$ cat src/rtl/apb_uart_req_arbiter.sv
// Round-robin arbiter sharing the UART APB slave port between NUM_REQ requesters.
// Each grant runs one SETUP/ACCESS transfer; read data returns to the owner.
module apb_uart_req_arbiter #(
  parameter int NUM_REQ  = 2,
  parameter int ADDR_W   = 32,
  parameter int DATA_W   = 32,
  parameter int LOCK_MAX = 4
) (
  input  logic                      clk,
  input  logic                      rst,
  input  logic [NUM_REQ-1:0]        req_valid_i,
  output logic [NUM_REQ-1:0]        req_ready_o,
  input  logic [NUM_REQ-1:0]        req_write_i,
  input  logic [NUM_REQ-1:0]        req_lock_i,
  input  logic [NUM_REQ*ADDR_W-1:0] req_addr_i,
  input  logic [NUM_REQ*DATA_W-1:0] req_wdata_i,
  output logic [NUM_REQ-1:0]        rsp_valid_o,
  output logic [DATA_W-1:0]         rsp_rdata_o,
  output logic [ADDR_W-1:0]         paddr_o,
  output logic [DATA_W-1:0]         pwdata_o,
  output logic                      pwrite_o,
  output logic                      psel_o,
  output logic                      penable_o,
  input  logic [DATA_W-1:0]         prdata_i
);

  localparam int IDX_W = (NUM_REQ > 1) ? $clog2(NUM_REQ) : 1;
  localparam int CNT_W = $clog2(LOCK_MAX + 1);

  typedef enum logic [1:0] {
    IDLE,
    SETUP,
    ACCESS
  } state_t;

  state_t           state, state_nxt;
  logic [IDX_W-1:0] last_grant;
  logic [IDX_W-1:0] grant_idx;
  logic [IDX_W-1:0] cand;
  logic             grant_vld;
  logic             accept;
  logic             lock_active;
  logic             lock_hold;
  logic [CNT_W-1:0] lock_cnt;
  int unsigned      scan;

  always_ff @(posedge clk) begin
    if (rst) state <= IDLE;
    else     state <= state_nxt;
  end

  always_comb begin
    state_nxt   = state;
    req_ready_o = '0;
    psel_o      = 1'b0;
    penable_o   = 1'b0;
    grant_vld   = 1'b0;
    grant_idx   = last_grant;
    cand        = last_grant;
    scan        = 0;

    // A live lock pins arbitration to the previous owner, even if it is not requesting.
    lock_hold = lock_active && (lock_cnt < CNT_W'(LOCK_MAX)) && req_lock_i[last_grant];

    for (int unsigned i = 1; i <= unsigned'(NUM_REQ); i++) begin
      scan = 32'(last_grant) + i;
      if (scan >= unsigned'(NUM_REQ)) scan = scan - unsigned'(NUM_REQ);
      cand = IDX_W'(scan);
      if (!grant_vld && req_valid_i[cand]) begin
        grant_vld = 1'b1;
        grant_idx = cand;
      end
    end

    if (lock_hold) begin
      grant_vld = req_valid_i[last_grant];
      grant_idx = last_grant;
    end

    accept = 1'b0;
    case (state)
      IDLE: begin
        if (grant_vld) begin
          accept                 = 1'b1;
          req_ready_o[grant_idx] = 1'b1;
          state_nxt              = SETUP;
        end
      end
      SETUP: begin
        psel_o    = 1'b1;
        state_nxt = ACCESS;
      end
      ACCESS: begin
        psel_o    = 1'b1;
        penable_o = 1'b1;
        state_nxt = IDLE;
      end
      default: state_nxt = IDLE;
    endcase
  end

  always_ff @(posedge clk) begin
    if (rst) begin
      last_grant  <= IDX_W'(NUM_REQ - 1);
      lock_active <= 1'b0;
      lock_cnt    <= '0;
      paddr_o     <= '0;
      pwdata_o    <= '0;
      pwrite_o    <= 1'b0;
      rsp_valid_o <= '0;
      rsp_rdata_o <= '0;
    end else begin
      rsp_valid_o <= '0;

      if (accept) begin
        paddr_o     <= req_addr_i[int'(grant_idx)*ADDR_W +: ADDR_W];
        pwdata_o    <= req_wdata_i[int'(grant_idx)*DATA_W +: DATA_W];
        pwrite_o    <= req_write_i[grant_idx];
        last_grant  <= grant_idx;
        lock_active <= req_lock_i[grant_idx];
        // The count includes the grant that opened the run, so an owner gets LOCK_MAX in a row.
        lock_cnt    <= lock_hold ? lock_cnt + CNT_W'(1) : CNT_W'(1);
      end else if (state == IDLE && lock_active && !lock_hold) begin
        lock_active <= 1'b0;
      end

      if (state == ACCESS) begin
        rsp_valid_o[last_grant] <= 1'b1;
        rsp_rdata_o             <= pwrite_o ? '0 : prdata_i;
      end
    end
  end

endmodule

$ cat config.mk
export PLATFORM = sky130hd
export DESIGN_NAME = apb_uart_req_arbiter
export DESIGN_NICKNAME = d
export VERILOG_FILES = /design/src/rtl/apb_uart_req_arbiter.sv
export SDC_FILE = /design/constraint.sdc
export NUM_CORES = 1
export LEC_CHECK = 0
export ABC_AREA = 1
export CORE_MARGIN = 4
export CORE_UTILIZATION = 39
export DETAILED_ROUTE_END_ITERATION = 7
export PLACE_DENSITY = 0.82
export SYNTH_ARGS = -nofsm -noshare
export SYNTH_HDL_FRONTEND = slang
export SYNTH_SLANG_ARGS = --single-unit
$ cat constraint.sdc
create_clock -name clk -period 1.55 [get_ports clk]
set_input_delay 0.31 -clock clk [delete_from_list [all_inputs] [get_ports clk]]
set_output_delay 0.31 -clock clk [all_outputs]
set_load 0.02 [all_outputs]
==> run summary, run 1 <==
Hold Path Stages -> 5
H-tree depth -> 3
Rows -> 40
# IOs -> 271
I/O Buffers -> 270
Max Clk Rate -> 560.6 MHz
Final setup violation count -> 17
First-pass GRT wire length -> 25430 um
Area Overhead vs Synth -> 82.31%
Pre-antenna DRT Iters -> 7
Peak VDD IR -> 0.5445 mV
Run status -> finished, violations left
Worst hold endpoint -> lock_active
Root buf cell -> clkbuf_16
Hold Path Class -> primary input to register
Leak pwr -> 0.004103 uW
Via count -> 5803
Cell area power density -> 1152 nW/um^2
Number of cells on the worst reg-to-reg path -> 10
Fillers -> 1021
Final Skew -> 0.007604 ns
CP Capture Type -> output pin
Area of the multi-input gates -> 2597 sq um
Violated checks -> negative setup slack
Start of the worst register-to-register path -> lock_active
RSZ-0062 raised after global routing -> true
Clock latency on the worst-skew pair -> 0.35 ns
Critical Path AT -> 1.47 ns
Post-Synth Adder-Cell Area -> 1.312%
Type of origin of the critical path -> register
Congestion Overflow GR -> 0
Wire length per cell -> 17.15 um
Min Hold Slack -> 0.4144 ns
CTS Buf Count -> 9
PnR worst setup slack -> -0.2337 ns
Mean cell area of the mapped netlist -> 6.733 sq um
ANT cells -> 0
Clock share of power -> 24.3%
Die span in y -> 118.6 um
Combinational power share -> 42.2%
Worst Path Max Fanout -> 5
Hold Fails Final Rpt -> 0
Clock transition at the registers of the reported paths -> 0.08 ns
Synth Flop Type -> dfxtp_1
Reg area -> 2128 sq um
P_sw -> 3667 uW
Synthesized flop and latch total -> 106
Seq/Total Area, Yosys -> 44.51%
Mapped Area -> 4767 sq um
Total Routing Usage GR -> 21.89%
Drt drc -> 0
Post-route ant nets -> 0
Top area cells in the synthesized netlist -> dfxtp_1, nand2_1, nor2_1, nand3_1, o21ai_0
Final min period -> 1.784 ns
Clk sinks -> 106
Post-synthesis compound-gate area fraction -> 11.63%
Top cell type's share of synthesized area -> 44.51%
CTS max path bufs -> 2
Reg2reg end -> paddr_o[1]
Worst Path Required -> 1.24 ns
Main combinational cell family by area after synthesis -> simple AND/OR/NAND/NOR gates
Vias in the first global route -> 5122
CP max stage cell -> dfxtp_2
Initial antenna violation count -> 0
Die area -> 14060 sq um
Crit-path cells -> inv_2 -> nor2_1 -> nand2_2 -> nand2_4 -> nand2_8 -> nand2_2 -> inv_2 -> buf_6
Internal Power -> 6346 uW
Top cells by count, synth -> nand2_1, nor2_1, dfxtp_1, nand3_1, o21ai_0
Max transition margin -> 70.55%
Min-Delay Startpoint -> req_lock_i[0]
# Max-Cap Violations -> 0
YS warnings -> 0
Fin nets -> 1165
Pins Over Slew Limit -> 0
CTS tree -> built
Die width -> 118.6 um
Count of cell types in the netlist -> 22
Initial Utilization -> 39.69%
Worst-margin pin slew -> 0.4418 ns
Post-synth EDFFs -> 0
Syn nets -> 881
Vias/cell -> 5.073
Post-DP HPWL -> 11340 um
Final period utilization -> 115.1%
Setup CP Type -> register to output pin
Crit-path max cell delay -> 0.39 ns
Post-synthesis async set-or-reset flop share -> 0%
Initial drt markers -> 339
XOR/XNOR Fraction of Synth Area -> 0%
Placer Congestion -> 0.8103
Mapped Cells -> 708
Reg2reg setup slack -> -0.03 ns
Share of layout cells above drive strength 1 -> 14.94%
Switching Share -> 36.62%
Place WS -> -0.7910 ns
Synth area leader -> dfxtp_1
Register share of total power -> 33.5%
Final wirelength -> 19610 um
Simple-Gate Fraction of Synth Area -> 35.85%
CORE AREA -> 12010 sq um
Most common cell in the netlist -> nand2_1
Post-synthesis mux area share -> 0%
Largest net degree at the start of global routing -> 71
-- power groups by stage --
stage / combinational, uW / sequential, uW / clock, uW
finish: 4220 / 3350 / 2440
global route: 4540 / 3410 / 2590
CTS: 3320 / 3290 / 2480
detailed placement: 3450 / 3350 / 0
global placement: 3420 / 3350 / 0
floorplan: 1470 / 3780 / 0
-- metal layers --
metal,GRT usage (%),wire length (um),up-vias
li1,-,-,2852
met1,26.87,7952,2683
met2,35.49,9657,228
met3,5.885,1461,40
met4,10.57,543,0
met5,0,0,-
-- through the flow --
stage | utilization (%) | area (sq um) | power [uW] | setup TNS, ns | instances
CTS | 66.15 | 7945 | 9089 | -0.6722 | 1122
floorplan | - | 4776 | 5251 | 0 | 708
detailed placement | 63.68 | 7649 | 6800 | -50.33 | 1102
global route | 72.35 | 8691 | 10540 | -7.128 | 1144
global placement | 63.68 | 7649 | 6762 | -48.30 | 1102
finish | 72.35 | 8691 | 10010 | -0.6231 | 1144
-- timing repair --
item / in CTS / in global routing
buffers inserted: 4 / 3
hold buffers: 0 / 0
pin swaps: 5 / 6
setup endpoints to repair: 173 / 88
cloned: 0 / 19
resized for setup: 146 / 138
-- cell type report --
class | count | share of cell area (%)
Multi-Input combinational cell | 538 | 29.89
Tap cell | 147 | 2.116
Clock buffer | 9 | 2.591
Clock inverter | 7 | 1.094
Timing Repair Buffer | 325 | 39.23
Sequential cell | 106 | 24.49
Inverter | 12 | 0.5903
-- worst max-delay path: cells and delay by family, from the launching register on --
kind | cells | cell delay (ns)
buf+inv | 3 | 0.20
flops | 1 | 0.39
simple gates | 5 | 0.53
-- cell families (layout without fill, tap and decap cells) --
kind of cell / count (synthesis) / after routing
fa+ha+maj: 5 / 5
simple gates: 425 / 425
compound gates: 108 / 108
flops: 106 / 106
buf+inv: 64 / 353
-- cells in the final DEF (no fill, tap or decap), types with 3 or more instances in the layout --
cell type	instances
ha_1	4
buf_12	10
dfxtp_1	103
clkdlybuf4s50_1	165
nor2_1	133
o21ai_1	17
nand2_1	208
nand2_4	3
nand3_1	70
a21oi_1	36
inv_2	5
dlygate4sd2_1	100
buf_4	25
buf_6	7
buf_16	3
nand2_2	4
clkbuf_16	21
o21ai_2	48
inv_1	4
-- flip-flops by register name, indices dropped and copies added (netlist names) --
register and flops:
paddr_o 32, pwdata_o 32, rsp_rdata_o 32, lock_cnt 3, rsp_valid_o 2, state 2, last_grant 1, lock_active 1
pwrite_o 1
-- worst max-delay path by stage --
stage / from / end / depth (start not counted)
floorplan: last_grant / req_ready_o[1] / 7
global placement: req_lock_i[1] / req_ready_o[0] / 8
detailed placement: req_lock_i[1] / req_ready_o[0] / 8
CTS: last_grant / req_ready_o[1] / 7
global route: lock_active / req_ready_o[1] / 8
finish: lock_active / req_ready_o[1] / 8
Note: power is estimated with default switching activity, not from simulation.
==> run 2, diff against run 1 <==
- MAX_ROUTING_LAYER: unset -> met4
==> run 2 against run 1 <==
The flow still finishes with violations (negative setup slack). Worst hold slack got worse by 0.0017 ns. Worst setup slack got worse by 0.0087 ns. First-iteration DRC count down 2.1%. Clock skew is 0.0018 ns higher. Power up 2.6%. Largest cell class unchanged.
==> run summary, run 2 (synthesized netlist as in run 1, its figures left out) <==
Gr busiest metal -> met2
Post-route ant nets -> 0
Placer Congestion -> 0.8222
CTS max path bufs -> 2
Initial Utilization -> 39.69%
Worst-margin pin slew -> 0.4350 ns
Drt drc -> 0
Via count -> 5857
CP Capture Type -> output pin
Top Registers -> paddr_o (32), pwdata_o (32), rsp_rdata_o (32)
First-pass GRT wire length -> 25440 um
CP max stage cell -> dfxtp_2
Initial antenna violation count -> 0
PnR worst setup slack -> -0.2424 ns
Final Core Density -> 74.06%
M2 GR Usage -> 35.70%
# Max-Cap Violations -> 0
Run status -> finished, violations left
Worst Path Required -> 1.24 ns
Clk sinks -> 106
Critical Path AT -> 1.48 ns
Post-DP HPWL -> 11340 um
Commonest non-fill, non-tap cell in the layout -> nand2_1
Setup CP Type -> register to output pin
ANT cells -> 0
CP Buf/Inv Count -> 3
H-tree depth -> 3
Leak pwr -> 0.004185 uW
Clock latency on the worst-skew pair -> 0.35 ns
Die area -> 14060 sq um
# IOs -> 271
Type of origin of the critical path -> register
Max transition margin -> 71.00%
Met3 Use GR -> 4.785%
Reg2reg setup slack -> -0.08 ns
Congestion Overflow GR -> 0
Vias/cell -> 5.084
Share of layout cells above drive strength 1 -> 16.92%
Rows -> 40
Hold Fails Final Rpt -> 0
Die width -> 118.6 um
Area Overhead vs Synth -> 86.61%
Crit-path cells -> inv_2 -> nor2_1 -> nand2_2 -> nand2_4 -> nand2_8 -> nand2_2 -> inv_2 -> buf_6
Worst Path Max Fanout -> 5
Vias in the first global route -> 5129
Final setup violation count -> 33
CTS tree -> built
Largest net degree at the start of global routing -> 71
Total Routing Usage GR -> 22.56%
Hold Path Class -> primary input to register
Cell area power density -> 1155 nW/um^2
Final wirelength -> 20330 um
Post-DP Area -> 7649 sq um
Wire length per cell -> 17.65 um
CTS Buf Count -> 9
Violated checks -> negative setup slack
Most frequent cells in the layout -> nand2_1, clkdlybuf4s50_1, nor2_1, dfxtp_1, dlygate4sd2_1
RSZ-0062 raised after global routing -> true
Root buf cell -> clkbuf_16
Initial drt markers -> 332
Peak VDD IR -> 0.5394 mV
Final period utilization -> 115.6%
Pins Over Slew Limit -> 0
Die span in y -> 118.6 um
Fin nets -> 1173
I/O Buffers -> 270
M1 GR Usage -> 27.52%
Pre-antenna DRT Iters -> 4
Finished Cell Area -> 8896 sq um
Final Skew -> 0.009387 ns
CORE AREA -> 12010 sq um
Max Clk Rate -> 557.9 MHz
Crit-path max cell delay -> 0.39 ns
Clock transition at the registers of the reported paths -> 0.08 ns
Final min period -> 1.792 ns
Crit-path leading delay family -> simple AND/OR/NAND/NOR gates
[run 2: changes by cell type in the layout (fill, tap and decap cells not counted), sizes merged]
cell    previous run  this run
buf               47        52
clkbuf            21        24
[run 2: cell type report]
class | instances | area (sq um)
inverter | 12 | 51.30
timing repair buffer | 333 | 3551
sequential | 106 | 2128
clock inverter | 7 | 95.09
tap | 147 | 183.9
clock buffer | 9 | 225.2
multi-input combinational | 538 | 2661
fill | 1001 | 3115
[run 2: power by group]
part / total (uW) / switching [uW] / internal (uW)
clock network: 2440 / 1130 / 1310
registers: 3370 / 259 / 3110
logic: 4460 / 2390 / 2070
[run 2: tightest hold or removal path: cells and delay by family]
| kind | cells | cell delay, ns |
|---|---|---|
| and+or+nand+nor | 3 | 0.22 |
| buffers and inverters | 1 | 0.15 |
| AOI/OAI and AO/OA | 1 | 0.05 |
[run 2: per-stage QoR]
stage | hold slack (ns) | cells | power [uW] | setup WS (ns) | setup TNS, ns
global placement | 0.4507 | 1102 | 6762 | -0.7752 | -48.30
floorplan | 0.4530 | 708 | 5251 | 0.02373 | 0
global route | 0.4524 | 1152 | 10810 | -0.3255 | -8.123
CTS | 0.4639 | 1122 | 9089 | -0.1984 | -0.6722
finish | 0.4127 | 1152 | 10270 | -0.2424 | -1.548
detailed placement | 0.4541 | 1102 | 6800 | -0.7910 | -50.33
[run 2: path summary, 6_finish.rpt]
kind	startpoint	endpoint	cells past startpoint
worst min-delay path	req_lock_i[0]	lock_active	5
worst max register to register	last_grant	pwdata_o[31]	10
worst max-delay path	lock_active	req_ready_o[1]	8
worst min register to register	rsp_rdata_o[27]	rsp_rdata_o[27]	2
[run 2: routing by layer]
metal / part of all wire, % / vias up
met5: 0 / -
met2: 48 / 251
met4: 3.2 / 0
met1: 41 / 2685
met3: 7.7 / 49
li1: - / 2872
[run 2: repair_timing]
item / CTS / global route
gates cloned: 0 / 25
hold buffers: 0 / 0
setup buffers: 4 / 5
pin swaps: 5 / 8
gates resized for setup: 146 / 159
endpoints found under the setup margin: 173 / 88
==> run 3, diff against run 2 <==
- CORE_ASPECT_RATIO: unset -> 0.5
==> run 3 against run 2 <==
Critical endpoint is now req_ready_o[0]. Sequential power fell by 2%. Largest power group is now sequential cells. Flip-flop and latch count did not move. Clock skew fell by 0.0010 ns. Critical path depth fell by 1. The run still ends with negative setup slack left. Global-route usage fell by 0.48 points. Final area fell by 11%.
==> run summary, run 3 (synthesized netlist as in run 1, its figures left out) <==
Congestion Overflow GR -> 0
Top Registers -> paddr_o (32), pwdata_o (32), rsp_rdata_o (32)
Final setup violation count -> 65
Worst Path Required -> 1.24 ns
CP most frequent cell -> nand2_2
Crit-path cells -> inv_4 -> nand4_1 -> nand2_2 -> nand2_1 -> nand2_2 -> nor2_4 -> buf_6
Hold Path Stages -> 2
Min Hold Slack -> 0.4607 ns
Initial antenna violation count -> 0
# IOs -> 271
Leak pwr -> 0.003781 uW
Placer Congestion -> 0.8200
Peak VDD IR -> 0.5948 mV
Drt drc -> 0
ANT cells -> 0
Rows -> 28
Reg2reg setup slack -> -0.12 ns
CTS tree -> built
Final wirelength -> 16470 um
Die width -> 164.4 um
Max transition margin -> 72.90%
Crit-path max cell delay -> 0.41 ns
Final min period -> 1.771 ns
RSZ-0062 raised after global routing -> true
CP Capture Type -> output pin
Share of layout cells above drive strength 1 -> 7.732%
Setup TNS -> -3.230 ns
Max Clk Rate -> 564.7 MHz
First-pass GRT wire length -> 24830 um
Start of the worst register-to-register path -> last_grant
Area Overhead vs Synth -> 66.09%
Vias/cell -> 4.902
CTS Buf Count -> 9
Largest net degree at the start of global routing -> 71
Fillers -> 1070
Pins Over Slew Limit -> 0
Clock transition at the registers of the reported paths -> 0.07 ns
Initial Utilization -> 40.14%
Violated checks -> negative setup slack
Initial drt markers -> 300
CP max stage cell -> dfxtp_4
Root buf cell -> clkbuf_16
Post-DP HPWL -> 11790 um
Die area -> 14160 sq um
Number of cells on the worst reg-to-reg path -> 8
Vias in the first global route -> 5174
PnR worst setup slack -> -0.2209 ns
# Max-Cap Violations -> 0
Die span in y -> 86.18 um
Commonest non-fill, non-tap cell in the layout -> nand2_1
Critical Path AT -> 1.46 ns
Cell area power density -> 1107 nW/um^2
Clk sinks -> 106
Min-Delay Startpoint -> rsp_rdata_o[17]
Most frequent cells in the layout -> nand2_1, clkdlybuf4s50_1, nor2_1, dfxtp_1, dlygate4sd2_1
Pwr Total -> 8766 uW
Reg2reg end -> lock_active
Total Routing Usage GR -> 22.08%
Hold-fix buffers, CTS -> 0
Clock latency on the worst-skew pair -> 0.33 ns
Final period utilization -> 114.2%
I/O Buffers -> 270
Hold Fails Final Rpt -> 0
Via count -> 5564
Post-route ant nets -> 0
Worst hold endpoint -> rsp_rdata_o[17]
Setup CP Type -> register to output pin
CTS max path bufs -> 2
CORE AREA -> 11880 sq um
Type of origin of the critical path -> register
Wire length per cell -> 14.51 um
Fin nets -> 1138
Pre-antenna DRT Iters -> 5
Final Skew -> 0.008365 ns
Hold Path Class -> register to register
H-tree depth -> 3
Worst-margin pin slew -> 0.4065 ns
Worst Path Max Fanout -> 6
Run status -> finished, violations left
[run 3: cell types whose count changed in the layout (fill, tap and decap cells not counted), sizes merged]
cell	change
clkbuf	-13
clkdlybuf4s50	-1
bufinv	-1
dlygate4sd2	+1
buf	-21
[run 3: worst max path at each step]
stage	start	endpoint	slack, ns	cells after the start
floorplan	last_grant	req_ready_o[1]	0.02	7
global placement	req_valid_i[1]	req_ready_o[0]	-0.68	7
detailed placement	req_lock_i[1]	lock_active	-0.74	8
CTS	last_grant	req_ready_o[1]	-0.18	7
global route	last_grant	req_ready_o[0]	-0.31	7
finish	last_grant	req_ready_o[0]	-0.22	7
[run 3: final cells by class]
cell class | count | area [sq um] | area share [%]
repair buffers | 298 | 2849 | 35.98
clock inverters | 6 | 47.55 | 0.6005
clock buffers | 10 | 239.0 | 3.018
multi-input cells | 538 | 2396 | 30.26
inverters | 12 | 47.55 | 0.6005
flip-flops and latches | 106 | 2132 | 26.93
well taps | 165 | 206.4 | 2.607
[run 3: routing by layer]
metal	wire [um]	vias up	global-route usage [%]	share of wire [%]
met5	0	-	-	0
met4	650	0	8.067	3.9
met3	876	46	4.228	5.3
met2	8446	195	40.42	51
met1	6501	2547	24.09	39
li1	-	2776	-	-
[run 3: worst max-delay path, delay by kind of cell (launching register included)]
family | cells | cell delay, ns
buf+inv | 2 | 0.18
flops | 1 | 0.41
simple gates | 5 | 0.53
[run 3: timing repair]
| item | in CTS | in global routing |
|---|---|---|
| setup endpoints to repair | 173 | 86 |
| buffers inserted | 4 | 1 |
| endpoints found under the hold margin | 0 | 0 |
| resized for setup | 138 | 27 |
| gates cloned | 0 | 0 |
| pin swaps | 7 | 7 |
[run 3: metrics by stage]
step           std cells  setup WS [ns]  area, sq um  utilization (%)
6_report            1135        -0.2209         7918            66.67
5_1_grt             1135        -0.3071         7918            66.67
4_1_cts             1134        -0.1770         7819            65.83
3_5_place_dp        1114        -0.7439         7592            63.93
3_3_place_gp        1114        -0.6849         7592            63.93
2_1_floorplan        708        0.02373         4776                -
[run 3: power breakdown]
group          internal [uW]  leakage [uW]  switching (uW)
registers               3110      0.000874             189
logic                   1350       0.00277            1940
clock network           1150      0.000140            1020
total                   5610       0.00378            3150
